`src/rtl/cache_pkg.sv`:
```
// cache_pkg: shared cache geometry defaults and the refill engine state encoding.
package cache_pkg;
    localparam int SIZE_BLOCK_DEF = 32;
    localparam int BIT_TOTAL_DEF = 24;
    typedef enum logic [2:0] {IDLE, LOOKUP, CHECK, MEM_REQ, MEM_WAIT, FILL, RESP} filler_state_t;
endpackage

```
`src/rtl/cache_ro_filler_if.sv`:
```
// cache_ro_filler_if: client request/response, cache_ro port and memory read port of the refill engine.
interface cache_ro_filler_if
    import cache_pkg::*;
#(
    parameter int SIZE_BLOCK = SIZE_BLOCK_DEF,
    parameter int BIT_TOTAL = BIT_TOTAL_DEF
);
    logic req_valid;
    logic req_ready;
    logic [BIT_TOTAL-1:0] req_addr;
    logic resp_valid;
    logic [SIZE_BLOCK-1:0] resp_data;
    logic c_en;
    logic c_wrt;
    logic [BIT_TOTAL-1:0] c_addr;
    logic [SIZE_BLOCK-1:0] c_data;
    logic [SIZE_BLOCK-1:0] c_rdata;
    logic c_success;
    logic mem_rd;
    logic [BIT_TOTAL-1:0] mem_addr;
    logic mem_wait;
    logic mem_rdata_valid;
    logic [SIZE_BLOCK-1:0] mem_rdata;
    modport master (
        input req_valid, req_addr, c_rdata, c_success, mem_wait, mem_rdata_valid, mem_rdata,
        output req_ready, resp_valid, resp_data, c_en, c_wrt, c_addr, c_data, mem_rd, mem_addr
    );
    modport slave (
        output req_valid, req_addr, c_rdata, c_success, mem_wait, mem_rdata_valid, mem_rdata,
        input req_ready, resp_valid, resp_data, c_en, c_wrt, c_addr, c_data, mem_rd, mem_addr
    );
endinterface

```
`src/rtl/sat_counter.sv`:
```
// sat_counter: event counter that sticks at all-ones instead of wrapping.
module sat_counter #(
    parameter int CNT_W = 32
) (
    input  logic clk,
    input  logic rst,
    input  logic inc,
    output logic [CNT_W-1:0] count
);
    always_ff @(posedge clk) begin
        if (!rst) count <= '0;
        else if (inc && !(&count)) count <= count + 1'b1;
    end
endmodule

```
`src/rtl/cache_ro_filler.sv`:
```
// cache_ro_filler: single-request lookup/refill engine in front of cache_ro,
// fetching misses from external memory and counting hits and misses.
module cache_ro_filler
    import cache_pkg::*;
#(
    parameter int SIZE_BLOCK = SIZE_BLOCK_DEF,
    parameter int BIT_TOTAL = BIT_TOTAL_DEF,
    parameter int CNT_W = 32
) (
    input  logic clk,
    input  logic rst,
    cache_ro_filler_if.master bus,
    output logic [CNT_W-1:0] hit_count,
    output logic [CNT_W-1:0] miss_count,
    output logic err
);
    filler_state_t state, next;
    logic [BIT_TOTAL-1:0] addr_q;
    logic [SIZE_BLOCK-1:0] data_q;
    logic drop_q;
    logic take;

    // A read already accepted by memory when reset hits will still return; swallow that one beat.
    assign take = bus.mem_rdata_valid && !drop_q;

    assign bus.req_ready = state == IDLE;
    assign bus.resp_valid = state == RESP;
    assign bus.c_en = state == LOOKUP || state == FILL;
    assign bus.c_wrt = state == FILL;
    assign bus.c_addr = addr_q;
    assign bus.c_data = state == FILL ? data_q : '0;
    assign bus.mem_rd = state == MEM_REQ;
    assign bus.mem_addr = addr_q;

    always_comb begin
        next = state;
        case (state)
            IDLE:     if (bus.req_valid) next = LOOKUP;
            LOOKUP:   next = CHECK;
            CHECK:    next = bus.c_success ? RESP : MEM_REQ;
            MEM_REQ:  if (!bus.mem_wait) next = MEM_WAIT;
            MEM_WAIT: if (take) next = FILL;
            FILL:     next = RESP;
            default:  next = IDLE;
        endcase
    end

    always_ff @(posedge clk) begin
        if (!rst) begin
            state <= IDLE;
            addr_q <= '0;
            data_q <= '0;
            bus.resp_data <= '0;
            err <= 1'b0;
            drop_q <= drop_q || state == MEM_WAIT || (state == MEM_REQ && !bus.mem_wait);
        end else begin
            state <= next;
            if (state == IDLE && bus.req_valid) addr_q <= bus.req_addr;
            if (state == CHECK && bus.c_success) bus.resp_data <= bus.c_rdata;
            if (state == MEM_WAIT && take) data_q <= bus.mem_rdata;
            if (state == FILL) bus.resp_data <= data_q;
            if (bus.mem_rdata_valid) begin
                if (drop_q) drop_q <= 1'b0;
                else if (state != MEM_WAIT) err <= 1'b1;
            end
        end
    end

    sat_counter #(.CNT_W(CNT_W)) u_hit (
        .clk(clk), .rst(rst), .inc(state == CHECK && bus.c_success), .count(hit_count)
    );

    sat_counter #(.CNT_W(CNT_W)) u_miss (
        .clk(clk), .rst(rst), .inc(state == CHECK && !bus.c_success), .count(miss_count)
    );
endmodule

```
`src/flat_wrapper.sv`:
```
// flat-port wrapper written by rule: the top's interface ports become plain ports
module cache_ro_filler_flat import cache_pkg::*;
#(
    parameter int SIZE_BLOCK = SIZE_BLOCK_DEF,
    parameter int BIT_TOTAL = BIT_TOTAL_DEF,
    parameter int CNT_W = 32
)
  (clk, rst, hit_count, miss_count, err, bus_req_valid, bus_req_addr, bus_c_rdata, bus_c_success, bus_mem_wait, bus_mem_rdata_valid, bus_mem_rdata, bus_req_ready, bus_resp_valid, bus_resp_data, bus_c_en, bus_c_wrt, bus_c_addr, bus_c_data, bus_mem_rd, bus_mem_addr);
  cache_ro_filler_if #(.SIZE_BLOCK(SIZE_BLOCK), .BIT_TOTAL(BIT_TOTAL)) bus_i ();
  input  logic clk;
  input  logic rst;
  output logic [CNT_W-1:0] hit_count;
  output logic [CNT_W-1:0] miss_count;
  output logic err;
  input wire logic [$bits(bus_i.req_valid)-1:0] bus_req_valid;
  input wire logic [$bits(bus_i.req_addr)-1:0] bus_req_addr;
  input wire logic [$bits(bus_i.c_rdata)-1:0] bus_c_rdata;
  input wire logic [$bits(bus_i.c_success)-1:0] bus_c_success;
  input wire logic [$bits(bus_i.mem_wait)-1:0] bus_mem_wait;
  input wire logic [$bits(bus_i.mem_rdata_valid)-1:0] bus_mem_rdata_valid;
  input wire logic [$bits(bus_i.mem_rdata)-1:0] bus_mem_rdata;
  output wire logic [$bits(bus_i.req_ready)-1:0] bus_req_ready;
  output wire logic [$bits(bus_i.resp_valid)-1:0] bus_resp_valid;
  output wire logic [$bits(bus_i.resp_data)-1:0] bus_resp_data;
  output wire logic [$bits(bus_i.c_en)-1:0] bus_c_en;
  output wire logic [$bits(bus_i.c_wrt)-1:0] bus_c_wrt;
  output wire logic [$bits(bus_i.c_addr)-1:0] bus_c_addr;
  output wire logic [$bits(bus_i.c_data)-1:0] bus_c_data;
  output wire logic [$bits(bus_i.mem_rd)-1:0] bus_mem_rd;
  output wire logic [$bits(bus_i.mem_addr)-1:0] bus_mem_addr;
  assign bus_i.req_valid = bus_req_valid;
  assign bus_i.req_addr = bus_req_addr;
  assign bus_i.c_rdata = bus_c_rdata;
  assign bus_i.c_success = bus_c_success;
  assign bus_i.mem_wait = bus_mem_wait;
  assign bus_i.mem_rdata_valid = bus_mem_rdata_valid;
  assign bus_i.mem_rdata = bus_mem_rdata;
  assign bus_req_ready = bus_i.req_ready;
  assign bus_resp_valid = bus_i.resp_valid;
  assign bus_resp_data = bus_i.resp_data;
  assign bus_c_en = bus_i.c_en;
  assign bus_c_wrt = bus_i.c_wrt;
  assign bus_c_addr = bus_i.c_addr;
  assign bus_c_data = bus_i.c_data;
  assign bus_mem_rd = bus_i.mem_rd;
  assign bus_mem_addr = bus_i.mem_addr;
  cache_ro_filler #(.SIZE_BLOCK(SIZE_BLOCK), .BIT_TOTAL(BIT_TOTAL), .CNT_W(CNT_W)) u_core (.clk(clk), .rst(rst), .bus(bus_i), .hit_count(hit_count), .miss_count(miss_count), .err(err));
endmodule
```
`config.mk`:
```
export PLATFORM = sky130hd
export DESIGN_NAME = cache_ro_filler_flat
export DESIGN_NICKNAME = d
export VERILOG_FILES = /design/src/rtl/cache_pkg.sv /design/src/rtl/cache_ro_filler_if.sv /design/src/rtl/sat_counter.sv /design/src/rtl/cache_ro_filler.sv /design/src/flat_wrapper.sv
export SDC_FILE = /design/constraint.sdc
export NUM_CORES = 1
export LEC_CHECK = 0
export ABC_AREA = 1
export CORE_MARGIN = 5
export CORE_UTILIZATION = 30
export CTS_CLUSTER_DIAMETER = 40
export DETAILED_ROUTE_END_ITERATION = 12
export SYNTH_ARGS = -nofsm -noshare
export SYNTH_HDL_FRONTEND = slang
export SYNTH_SLANG_ARGS = --single-unit
export TNS_END_PERCENT = 10
```
`constraint.sdc`:
```
create_clock -name clk -period 2.3 [get_ports clk]
set_clock_uncertainty 0.15 [all_clocks]
set_input_delay 0.575 -clock clk [delete_from_list [all_inputs] [get_ports clk]]
set_output_delay 0.575 -clock clk [all_outputs]
set_load 0.005 [all_outputs]
```
==> run_results.csv <==
group,metric,value,unit
status,status,"finished, violations left",
status,violations,"setup timing",
placement,hpwlAfterDp,20530,um
clocking,htree_levels,4,
grt,grt_max_degree,71,
timing,max_freq,0.4333,GHz
die,num_rows,59,
detailed_routing,viasPerCell,4.703,
placement,portBuffers,275,
critical_path,cp_slowest_cell,"dfxtp_2",
layout,final_cell_mix,"272 x nand2_1, 237 x clkdlybuf4s50_1, 217 x nor2_1, 155 x dfxtp_1, 95 x nand3_1",
layout,drive_above_1_share,14.99,%
timing,hold_viol_final,0,
die,die_x,171.7,um
logic_synthesis,ys_ff_latch,157,
critical_path,cpPeakStageDelay,0.33,ns
timing,slew_viol_final,0,
detailed_routing,drt_first_pass_iters,4,
pwr,intPower,5514,uW
critical_path,crit_fanout,8,
critical_path,cp_cell_sequence,"inv_2 -> nor2_4 -> inv_2 -> nor2_4 -> buf_8 -> buf_6 -> nand2_2 -> inv_2 -> buf_2",
layout,nets,1564,
detailed_routing,drt-initial-drc-count,580,
detailed_routing,ant_nets,0,
critical_path,r2r_cells,9,
critical_path,startpoint_type,"flip-flop",
timing,setup_viol,4,
timing,finalCriticalPeriod,2.308,ns
layout,multi_input_area,3994,um^2
detailed_routing,drcViolationCount,0,
layout,final_common_cell,"nand2_1",
pwr,comb_power_share,26.1,%
logic_synthesis,synth_area_per_cell,6.622,um^2
clocking,cts.sinks,157,
timing,worst_pin_slew,0.4240,ns
grt,grt_overflow,0,
clocking,cts_hold_buf,0,
layout,stdcell_area,11880,um^2
die,core,25910,um^2
pwr,powerDensity,685.7,nW/um^2
flow_run,maxCapViolCount,0,
critical_path,path_class,"flip-flop to primary output",
logic_synthesis,synth_ff_type,"dfxtp_1",
pwr,seqPwrFrac,38.9,%
clocking,clk_pin_slew,0.07,ns
logic_synthesis,synth_edf_count,1,
grt,first_global_vias,8012,
layout,syn_to_final_growth,51.39,%
logic_synthesis,syn-cell-area,7848,um^2
pwr,switching_share,32.31,%
logic_synthesis,async_flop_share,0,%
hold_path,min_path_cells,2,
pwr,clockPowerShare,35.0,%
logic_synthesis,synth_cell_types,35,
logic_synthesis,syn_nets,1281,
grt,grt_usage,18.24,%
timing,slew_headroom,71.74,%
critical_path,end_kind,"primary output",
pwr,p_leak,0.004778,uW
placement,postPlaceCellArea,11150,um^2
timing,period_share,100.3,%
timing,tns,-0.02086,ns
timing,fin_ws,-0.007993,ns
timing,rsz0062_at_grt,"yes",
detailed_routing,vias,8545,
critical_path,arrival,1.58,ns
clocking,clock_latency,0.43,ns
pwr,switching_power,2632,uW
die,io_pins,276,
detailed_routing,wl,27920,um
grt,grt_first_pass_wirelength,43100,um
die,start_util,30.29,%
clocking,numCtsBuffers,17,
layout,register_area,3154,um^2
critical_path,cp.required,1.57,ns
logic_synthesis,netlist_instances,1185,
hold_path,hp-class,"flip-flop to flip-flop",
clocking,tritoncts,"built",
critical_path,cp_common_cell,"inv_2",
clocking,cts_root_buffer,"clkbuf_16",
placement,place_congestion,0.8643,
die,die_area,29490,um^2
pwr,total_power,8146,uW
grt,antenna_found_initial,0,
detailed_routing,drt-wirelength-per-cell,15.36,um
clocking,clk_path_buf_depth,2,
layout,n_fill_cell,2668,
logic_synthesis,yosysSeqAreaShare,40.18,%
pwr,vdd_ir_drop_max,0.4386,mV
die,die_h,171.7,um
logic_synthesis,yosysWarningCount,0,
==> cell type report <==
type                            instances  area share, %
Clock buffer                           17          3.581
Sequential cell                       157          26.55
Antenna cell                            1        0.02106
Timing Repair Buffer                  341          27.92
Clock inverter                         15          1.453
Inverter                              105          3.328
Tap cell                              335          3.528
Multi-Input combinational cell        846          33.62
==> logic make-up after synthesis <==
logic type / count (synthesis) / synth area share, %
compound gates: 143 / 9.710
xor+xnor: 20 / 2.232
fa+ha+maj: 2 / 0.3188
buf+inv: 182 / 10.49
flops: 157 / 40.18
simple gates: 681 / 37.07
==> metrics by stage <==
step / hold WS, ns / worst slack, ns / std cells / util [%]
CTS: 0.3275 / -0.2469 / 1821 / 46.07
floorplan: 0.3054 / 0.3751 / 1185 / -
global route: 0.3434 / -0.1137 / 1816 / 45.84
finish: 0.3266 / -0.007993 / 1817 / 45.85
global placement: 0.3125 / -0.03039 / 1776 / 43.02
detailed placement: 0.3163 / -0.02513 / 1776 / 43.02
==> sequential cells by signal (all words and copies together), names as in the netlist <==
signal and cells:
u_core.drop_q 1, u_core.bus.resp_data 32, u_core.u_miss.count 32, u_core.data_q 32, u_core.err 1, u_core.u_hit.count 32
u_core.bus.c_addr 24, u_core.state 3
==> synth_stat cells (3+ instances only) <==
master    count  area (um^2)
nor2_4        3        33.78
nor2_1      219        822.0
nor2_2       10        62.56
clkbuf_1     33        123.9
xor2_1       15        131.4
nand3_1      95        475.5
a31oi_1      34        212.7
buf_1         4        15.01
xnor2_1       5        43.79
nand4_1      21        131.4
buf_6         4        45.04
buf_4        26        195.2
o21ai_1       3        15.01
buf_2        10        50.05
inv_2         8        30.03
nand3b_1      3        22.52
nor3_1        8        40.04
inv_1        97        364.1
nand2_1     301         1130
a21oi_1      65        325.3
nand2_2       9        56.30
o21ai_0      40        200.2
nand3_2       3        30.03
dfxtp_1     156         3123
==> worst max-delay path: cells and delay by family (launching register included) <==
kind / cells / cell delay, ns
DFF: 1 / 0.33
and+or+nand+nor: 3 / 0.29
buffers and inverters: 6 / 0.54
==> worst paths after layout <==
kind | start | end | slack, ns
worst max-delay path | u_core.state[0] | bus_c_data[3] | -0.008
worst min-delay path | u_core.bus.resp_data[6] | u_core.bus.resp_data[6] | 0.33
worst max register to register | u_core.u_miss.count[1] | u_core.u_miss.count[18] | 0.21
worst min register to register | u_core.bus.resp_data[6] | u_core.bus.resp_data[6] | 0.33
==> power by group through the flow <==
stage,logic (uW),registers (uW),clock network (uW)
floorplan,978,3190,0
global placement,2100,3210,0
detailed placement,2110,3210,0
CTS,2170,3160,2930
global route,2350,3200,3060
finish,2130,3170,2850
==> metal layers <==
layer  part of all wire, %  vias up  global-route usage, %
met4                   2.3        0                  6.118
met5                     0        -                      0
met2                    47      264                  29.75
met3                   7.2       41                  5.033
li1                      -     4341                      -
met1                    43     3899                  23.35
==> repair_timing <==
action                                  4_1_cts  5_1_grt
endpoints found under the setup margin       37       35
buffers inserted                             11        0
gates resized for setup                     121       89
pin swaps                                     2        2
cloned                                        2        0
No activity file was read; power rests on OpenSTA's default activity.
